File: src/rtl/branch_target_buffer_if.sv
// Fetch/execute-side bus of the branch target buffer: lookup, prediction, update and flush.
// Optional statistics outputs exist only when BTB_STATS_EN is defined.
interface branch_target_buffer_if #(
    parameter int unsigned ADDR_W = 32
);
    logic              btb_lookup_valid;
    logic [ADDR_W-1:0] btb_lookup_pc;
    logic              btb_pred_valid;
    logic              btb_pred_hit;
    logic              btb_pred_taken;
    logic [ADDR_W-1:0] btb_pred_target;
    logic              btb_update_valid;
    logic [ADDR_W-1:0] btb_update_pc;
    logic              btb_update_taken;
    logic [ADDR_W-1:0] btb_update_target;
    logic              btb_flush;
`ifdef BTB_STATS_EN
    logic [15:0]       btb_stat_lookups;
    logic [15:0]       btb_stat_hits;
    logic [15:0]       btb_stat_mispredicts;

    modport master (
        output btb_lookup_valid, btb_lookup_pc,
        output btb_update_valid, btb_update_pc, btb_update_taken, btb_update_target,
        output btb_flush,
        input  btb_pred_valid, btb_pred_hit, btb_pred_taken, btb_pred_target,
        input  btb_stat_lookups, btb_stat_hits, btb_stat_mispredicts
    );

    modport slave (
        input  btb_lookup_valid, btb_lookup_pc,
        input  btb_update_valid, btb_update_pc, btb_update_taken, btb_update_target,
        input  btb_flush,
        output btb_pred_valid, btb_pred_hit, btb_pred_taken, btb_pred_target,
        output btb_stat_lookups, btb_stat_hits, btb_stat_mispredicts
    );
`else
    modport master (
        output btb_lookup_valid, btb_lookup_pc,
        output btb_update_valid, btb_update_pc, btb_update_taken, btb_update_target,
        output btb_flush,
        input  btb_pred_valid, btb_pred_hit, btb_pred_taken, btb_pred_target
    );

    modport slave (
        input  btb_lookup_valid, btb_lookup_pc,
        input  btb_update_valid, btb_update_pc, btb_update_taken, btb_update_target,
        input  btb_flush,
        output btb_pred_valid, btb_pred_hit, btb_pred_taken, btb_pred_target
    );
`endif
endinterface

File: src/rtl/branch_target_buffer.sv
// Direct-mapped branch target buffer with registered one-cycle lookup and saturating counters.
// Define BTB_STATS_EN to add saturating lookup/hit/mispredict statistics counters.
module branch_target_buffer #(
    parameter int unsigned ENTRIES = 16,
    parameter int unsigned ADDR_W  = 32,
    parameter int unsigned CTR_W   = 2
) (
    input  logic                   btb_clk,
    input  logic                   btb_rst_n,
    branch_target_buffer_if.slave  bus
);
    localparam int unsigned IDX_W = $clog2(ENTRIES);
    localparam int unsigned TAG_W = ADDR_W - IDX_W - 2;

    localparam logic [CTR_W-1:0] CTR_MAX = '1;
    localparam logic [CTR_W-1:0] CTR_WNT = CTR_W'((1 << (CTR_W - 1)) - 1);
    localparam logic [CTR_W-1:0] CTR_WT  = CTR_W'(1 << (CTR_W - 1));

    // Table storage kept in flops so reset and flush can touch every entry at once
    logic              valid_q  [ENTRIES];
    logic [TAG_W-1:0]  tag_q    [ENTRIES];
    logic [ADDR_W-1:0] target_q [ENTRIES];
    logic [CTR_W-1:0]  ctr_q    [ENTRIES];

    logic              pred_valid_q;
    logic              pred_hit_q;
    logic              pred_taken_q;
    logic [ADDR_W-1:0] pred_target_q;

    logic [IDX_W-1:0]  lk_idx_c;
    logic [TAG_W-1:0]  lk_tag_c;
    logic              lk_hit_c;
    logic [IDX_W-1:0]  up_idx_c;
    logic [TAG_W-1:0]  up_tag_c;
    logic              up_hit_c;
    logic [CTR_W-1:0]  ctr_next_c;
    logic              unused_pc_bits_c;

    assign lk_idx_c = bus.btb_lookup_pc[IDX_W+1:2];
    assign lk_tag_c = bus.btb_lookup_pc[ADDR_W-1:IDX_W+2];
    assign up_idx_c = bus.btb_update_pc[IDX_W+1:2];
    assign up_tag_c = bus.btb_update_pc[ADDR_W-1:IDX_W+2];

    assign lk_hit_c = valid_q[lk_idx_c] && (tag_q[lk_idx_c] == lk_tag_c);
    assign up_hit_c = valid_q[up_idx_c] && (tag_q[up_idx_c] == up_tag_c);

    // Instruction-alignment bits never participate in indexing or tagging
    assign unused_pc_bits_c = ^{bus.btb_lookup_pc[1:0], bus.btb_update_pc[1:0]};

    // Saturating counter step for the entry being updated
    always_comb begin
        ctr_next_c = ctr_q[up_idx_c];
        if (bus.btb_update_taken) begin
            if (ctr_q[up_idx_c] != CTR_MAX) begin
                ctr_next_c = ctr_q[up_idx_c] + CTR_W'(1);
            end
        end else begin
            if (ctr_q[up_idx_c] != '0) begin
                ctr_next_c = ctr_q[up_idx_c] - CTR_W'(1);
            end
        end
    end

    // Prediction register: reads the table before any same-edge update or flush lands
    always_ff @(posedge btb_clk or negedge btb_rst_n) begin
        if (!btb_rst_n) begin
            pred_valid_q  <= 1'b0;
            pred_hit_q    <= 1'b0;
            pred_taken_q  <= 1'b0;
            pred_target_q <= '0;
        end else begin
            pred_valid_q  <= bus.btb_lookup_valid;
            pred_hit_q    <= bus.btb_lookup_valid && lk_hit_c;
            pred_taken_q  <= bus.btb_lookup_valid && lk_hit_c && ctr_q[lk_idx_c][CTR_W-1];
            pred_target_q <= (bus.btb_lookup_valid && lk_hit_c) ? target_q[lk_idx_c] : '0;
        end
    end

    // Table write: flush has priority and drops a coincident update
    always_ff @(posedge btb_clk or negedge btb_rst_n) begin
        if (!btb_rst_n) begin
            for (int i = 0; i < int'(ENTRIES); i++) begin
                valid_q[i]  <= 1'b0;
                tag_q[i]    <= '0;
                target_q[i] <= '0;
                ctr_q[i]    <= CTR_WNT;
            end
        end else if (bus.btb_flush) begin
            for (int i = 0; i < int'(ENTRIES); i++) begin
                valid_q[i] <= 1'b0;
            end
        end else if (bus.btb_update_valid) begin
            if (up_hit_c) begin
                ctr_q[up_idx_c] <= ctr_next_c;
                if (bus.btb_update_taken) begin
                    target_q[up_idx_c] <= bus.btb_update_target;
                end
            end else if (bus.btb_update_taken) begin
                valid_q[up_idx_c]  <= 1'b1;
                tag_q[up_idx_c]    <= up_tag_c;
                target_q[up_idx_c] <= bus.btb_update_target;
                ctr_q[up_idx_c]    <= CTR_WT;
            end
        end
    end

    assign bus.btb_pred_valid  = pred_valid_q;
    assign bus.btb_pred_hit    = pred_hit_q;
    assign bus.btb_pred_taken  = pred_taken_q;
    assign bus.btb_pred_target = pred_target_q;

`ifdef BTB_STATS_EN
    logic [15:0] stat_lookups_q;
    logic [15:0] stat_hits_q;
    logic [15:0] stat_mispredicts_q;
    logic        up_pred_taken_c;
    logic        mispredict_c;

    assign up_pred_taken_c = up_hit_c && ctr_q[up_idx_c][CTR_W-1];
    assign mispredict_c    = (up_pred_taken_c != bus.btb_update_taken) ||
                             (up_hit_c && bus.btb_update_taken &&
                              (target_q[up_idx_c] != bus.btb_update_target));

    // Statistics survive flush; a dropped (flushed) update is not scored
    always_ff @(posedge btb_clk or negedge btb_rst_n) begin
        if (!btb_rst_n) begin
            stat_lookups_q     <= '0;
            stat_hits_q        <= '0;
            stat_mispredicts_q <= '0;
        end else begin
            if (bus.btb_lookup_valid && (stat_lookups_q != 16'hFFFF)) begin
                stat_lookups_q <= stat_lookups_q + 16'd1;
            end
            if (bus.btb_lookup_valid && lk_hit_c && (stat_hits_q != 16'hFFFF)) begin
                stat_hits_q <= stat_hits_q + 16'd1;
            end
            if (bus.btb_update_valid && !bus.btb_flush && mispredict_c &&
                (stat_mispredicts_q != 16'hFFFF)) begin
                stat_mispredicts_q <= stat_mispredicts_q + 16'd1;
            end
        end
    end

    assign bus.btb_stat_lookups     = stat_lookups_q;
    assign bus.btb_stat_hits        = stat_hits_q;
    assign bus.btb_stat_mispredicts = stat_mispredicts_q;
`endif
endmodule

File: src/flat_wrapper.sv
// flat-port wrapper written by rule: the top's interface ports become plain ports
module branch_target_buffer_flat 
#(
    parameter int unsigned ENTRIES = 16,
    parameter int unsigned ADDR_W  = 32,
    parameter int unsigned CTR_W   = 2
)
  (btb_clk, btb_rst_n, bus_btb_lookup_valid, bus_btb_lookup_pc, bus_btb_update_valid, bus_btb_update_pc, bus_btb_update_taken, bus_btb_update_target, bus_btb_flush, bus_btb_pred_valid, bus_btb_pred_hit, bus_btb_pred_taken, bus_btb_pred_target);
  branch_target_buffer_if #(.ADDR_W(ADDR_W)) bus_i ();
  input  logic btb_clk;
  input  logic btb_rst_n;
  input wire logic [$bits(bus_i.btb_lookup_valid)-1:0] bus_btb_lookup_valid;
  input wire logic [$bits(bus_i.btb_lookup_pc)-1:0] bus_btb_lookup_pc;
  input wire logic [$bits(bus_i.btb_update_valid)-1:0] bus_btb_update_valid;
  input wire logic [$bits(bus_i.btb_update_pc)-1:0] bus_btb_update_pc;
  input wire logic [$bits(bus_i.btb_update_taken)-1:0] bus_btb_update_taken;
  input wire logic [$bits(bus_i.btb_update_target)-1:0] bus_btb_update_target;
  input wire logic [$bits(bus_i.btb_flush)-1:0] bus_btb_flush;
  output wire logic [$bits(bus_i.btb_pred_valid)-1:0] bus_btb_pred_valid;
  output wire logic [$bits(bus_i.btb_pred_hit)-1:0] bus_btb_pred_hit;
  output wire logic [$bits(bus_i.btb_pred_taken)-1:0] bus_btb_pred_taken;
  output wire logic [$bits(bus_i.btb_pred_target)-1:0] bus_btb_pred_target;
  assign bus_i.btb_lookup_valid = bus_btb_lookup_valid;
  assign bus_i.btb_lookup_pc = bus_btb_lookup_pc;
  assign bus_i.btb_update_valid = bus_btb_update_valid;
  assign bus_i.btb_update_pc = bus_btb_update_pc;
  assign bus_i.btb_update_taken = bus_btb_update_taken;
  assign bus_i.btb_update_target = bus_btb_update_target;
  assign bus_i.btb_flush = bus_btb_flush;
  assign bus_btb_pred_valid = bus_i.btb_pred_valid;
  assign bus_btb_pred_hit = bus_i.btb_pred_hit;
  assign bus_btb_pred_taken = bus_i.btb_pred_taken;
  assign bus_btb_pred_target = bus_i.btb_pred_target;
  branch_target_buffer #(.ENTRIES(ENTRIES), .ADDR_W(ADDR_W), .CTR_W(CTR_W)) u_core (.btb_clk(btb_clk), .btb_rst_n(btb_rst_n), .bus(bus_i));
endmodule
File: config.mk
export PLATFORM = sky130hd
export DESIGN_NAME = branch_target_buffer_flat
export DESIGN_NICKNAME = d
export VERILOG_FILES = /design/src/rtl/branch_target_buffer_if.sv /design/src/rtl/branch_target_buffer.sv /design/src/flat_wrapper.sv
export SDC_FILE = /design/constraint.sdc
export NUM_CORES = 1
export LEC_CHECK = 0
export CELL_PAD_IN_SITES_DETAIL_PLACEMENT = 0
export CELL_PAD_IN_SITES_GLOBAL_PLACEMENT = 2
export CORE_AREA = 5 5 335 337
export CTS_CLUSTER_SIZE = 24
export DETAILED_ROUTE_END_ITERATION = 8
export DIE_AREA = 0 0 340 342
export PLACE_DENSITY_LB_ADDON = 0.2
export SYNTH_ARGS = -nofsm -noshare
export SYNTH_HDL_FRONTEND = slang
export SYNTH_SLANG_ARGS = --single-unit
export TNS_END_PERCENT = 5
File: constraint.sdc
create_clock -name btb_clk -period 5 [get_ports btb_clk]
set_input_delay 0.5 -clock btb_clk [delete_from_list [all_inputs] [get_ports btb_clk]]
set_output_delay 0.5 -clock btb_clk [all_outputs]
set_load 0.05 [all_outputs]
==> results.json <==
{
  "yosys.cell_types.count": 63,
  "yosys-top-cells-count": "nand2_1 (1410), dfrtp_1 (995), mux4_2 (407)",
  "synth.most_common_cell": "nand2_1",
  "worstPathArrival_ns": 4.63,
  "syn_avg_cell_area_sq_um": 12.4,
  "period_needed_ns": 4.02,
  "ys_seq_area_frac": 0.500,
  "synthToLayoutAreaGrowth_pct": 14.7,
  "p_per_area_nw_per_um2": 380,
  "numPortBuffers": 132,
  "drtPass1Iterations": 5,
  "fillers": 9204,
  "reg2regPathDepth": 9,
  "wl_um": 159000,
  "num_rows": 121,
  "max_freq_mhz": 249,
  "r2r-start": "u_core.tag_q[144]",
  "synth_top_flop_cell": "dfrtp_1",
  "drc": 0,
  "syn_nets": 4168,
  "leakagePower_nw": 27.3,
  "required_ns": 5.61,
  "setup_tns_ns": 0,
  "syn_inst": 4066,
  "drt_iter0_drc": 3093,
  "synth_area_leaders": "dfrtp_1 (49%), mux4_2 (18%), nand2_1 (10%)",
  "slew_violations": 0,
  "cts_setup_buffers": 0,
  "min_path_type": "input pin to flop",
  "die_area_sq_um": 116000,
  "final_cell_area_sq_um": 58100,
  "cts_tree": "built",
  "vdd_drop_max_v": 0.000302,
  "core_area_sq_um": 109000,
  "wl_per_cell_um": 28.0,
  "antenna_left": 0,
  "place_area_sq_um": 54000,
  "slew_headroom": 0.215,
  "setup_viol": 0,
  "yosys.area.top_type": "dfrtp_1",
  "gp_congestion": 0.808,
  "grt_pass1_wl_um": 238000,
  "regToRegEndpoint": "u_core.ctr_q[12]",
  "yosysWarnings": 0,
  "endpoint_kind": "flop",
  "dpl.hpwl_um": 92100,
  "finalCritPeriodShare": 0.803,
  "crit_type": "input pin to flop",
  "status": "finished clean",
  "clock_skew_ns": 0.0288,
  "grt_max_degree": 137,
  "cp_max_fo": 20,
  "hold_path_depth": 3,
  "drive_above_1_share": 0.313,
  "synthArstFlopShare": 1.00,
  "antenna_found_initial": 4,
  "cts_hold_buf": 1,
  "start_util": 0.466,
  "path_clk_slew_ns": 0.06,
  "worst_setup_path_start_kind": "input pin",
  "grt_pass1_vias": 34671,
  "viasPerCell": 5.93,
  "clock_path_buffers": 3,
  "cts-buffers-inserted": 112,
  "gr-total-overflow": 0,
  "hp-start": "bus_btb_update_pc[5]",
  "rsz0062_at_grt": "no",
  "hold_viol": 0,
  "cts_resized": 0,
  "cts.sinks": 1011,
  "dieWidth_um": 340,
  "min_to": "u_core.ctr_q[0]",
  "root_buffer": "clkbuf_16",
  "fin_nets": 4248,
  "grt_use_total": 0.274,
  "clock_latency_ns": 0.71,
  "synth_edf_count": 0,
  "cts-htree-levels": 3,
  "yosysTopAreaCellShare": 0.492,
  "netlist_area_sq_um": 50600,
  "io_pins": 137,
  "die_h_um": 342,
  "r2r_slack_ns": 1.12,
  "num_vias": 33566,
  "tightest_slew_ns": 1.18,
  "ys_seq_elements": 1011,
  "maxCapViolCount": 0
}
## registers in the layout (all words and copies together), names as in the netlist
name                        cells
u_core.tag_q                  416
u_core.target_q               512
u_core.bus.btb_pred_valid       1
u_core.bus.btb_pred_hit         1
u_core.valid_q                 16
u_core.bus.btb_pred_taken       1
u_core.bus.btb_pred_target     32
u_core.ctr_q                   32
## area by class of cell
cell class | count | area (sq um) | share of cell area
Clock inverter | 39 | 604 | 0.0104
Tap cell | 1414 | 1770 | 0.0305
Sequential cell | 1011 | 25300 | 0.436
Clock buffer | 170 | 3430 | 0.0590
Inverter | 16 | 60.1 | 0.00103
Multi-Input combinational cell | 2713 | 23900 | 0.412
Timing Repair Buffer | 292 | 2950 | 0.0509
Antenna cell | 4 | 10.0 | 0.000172
## cells in the final DEF (no fill, tap or decap), types with 6 or more instances in the layout
cell type | Yosys | routed
o311ai_0 | 16 | 16
o21ai_0 | 17 | 17
nand2_1 | 1410 | 1396
clkinv_2 | 0 | 15
o31a_1 | 14 | 14
o22ai_1 | 10 | 10
mux2i_1 | 32 | 32
buf_4 | 11 | 128
bufinv_16 | 0 | 15
xnor2_1 | 41 | 41
mux2_2 | 302 | 302
dfstp_2 | 16 | 16
mux2_4 | 190 | 190
mux4_2 | 407 | 407
and3_1 | 39 | 39
inv_1 | 16 | 16
clkinvlp_4 | 0 | 6
o31ai_1 | 17 | 17
nor2_8 | 10 | 10
a21o_1 | 15 | 15
clkbuf_8 | 0 | 33
nor2_4 | 0 | 20
buf_12 | 1 | 33
dfrtp_1 | 995 | 995
clkdlybuf4s50_1 | 0 | 124
clkbuf_1 | 216 | 22
nand3_1 | 10 | 10
or3_1 | 7 | 7
nor2_1 | 58 | 42
nand4_1 | 11 | 11
nand2_2 | 0 | 14
xor2_1 | 6 | 6
clkbuf_16 | 0 | 116
a22oi_1 | 12 | 12
a21oi_1 | 25 | 25
## metrics by stage
stage                     utilization  setup WS (ns)  total power [mW]  instances  hold slack (ns)
after global routing            0.535          0.790              23.0       5657            0.351
after CTS                       0.535           1.05              22.2       5655            0.307
after floorplan                     -           1.07              12.1       4066            0.204
after detailed placement        0.497          0.310              13.2       5445            0.458
after global placement          0.497          0.329              13.1       5445            0.453
final                           0.535          0.984              22.1       5659            0.347
## per-layer routing
metal	GRT usage	vias up	routed length, um
li1	-	14409	-
met1	0.400	17908	70800
met2	0.444	1049	76100
met3	0.0376	200	8610
met4	0.0600	0	3170
met5	0	-	0
## critical path, cell delays in order
cell and delay, ns:
buf_6 0.16, buf_12 0.21, buf_4 0.20, nor2b_1 0.53
a221oi_1 0.26, a32oi_1 0.19, o21ai_0 0.18, a2111oi_2 0.41
nand4_1 0.29, or3_1 0.60, or3_1 0.71, o31ai_1 0.33
## cells by family (layout without fill, tap and decap cells)
| group | Yosys count | after routing | share of synthesized area |
|---|---|---|---|
| compound gates | 160 | 160 | 0.0238 |
| other cells | 0 | 4 | 0 |
| mux | 931 | 931 | 0.311 |
| fa+ha+maj | 2 | 2 | 0.000396 |
| xor+xnor | 47 | 47 | 0.00814 |
| buf+inv | 342 | 517 | 0.0310 |
| flops | 1011 | 1011 | 0.500 |
| simple gates | 1573 | 1573 | 0.125 |
## power breakdown
group	internal, mW	switching [mW]	total (mW)
Combinational	1.81	1.44	3.25
Clock	5.48	3.52	9.00
Sequential	9.20	0.647	9.85
Total	16.5	5.61	22.1
## worst max path at each step
stage,slack [ns],to,startpoint
final,0.98,u_core.ctr_q[12],bus_btb_update_pc[2]
after global routing,0.79,u_core.ctr_q[26],bus_btb_update_pc[2]
after CTS,1.05,u_core.ctr_q[12],bus_btb_update_pc[2]
after detailed placement,0.31,u_core.ctr_q[28],bus_btb_update_pc[2]
after global placement,0.33,u_core.tag_q[181],bus_btb_update_pc[4]
after floorplan,1.07,u_core.bus.btb_pred_target[22],bus_btb_lookup_pc[2]
Note: power is estimated with default switching activity, not from simulation.
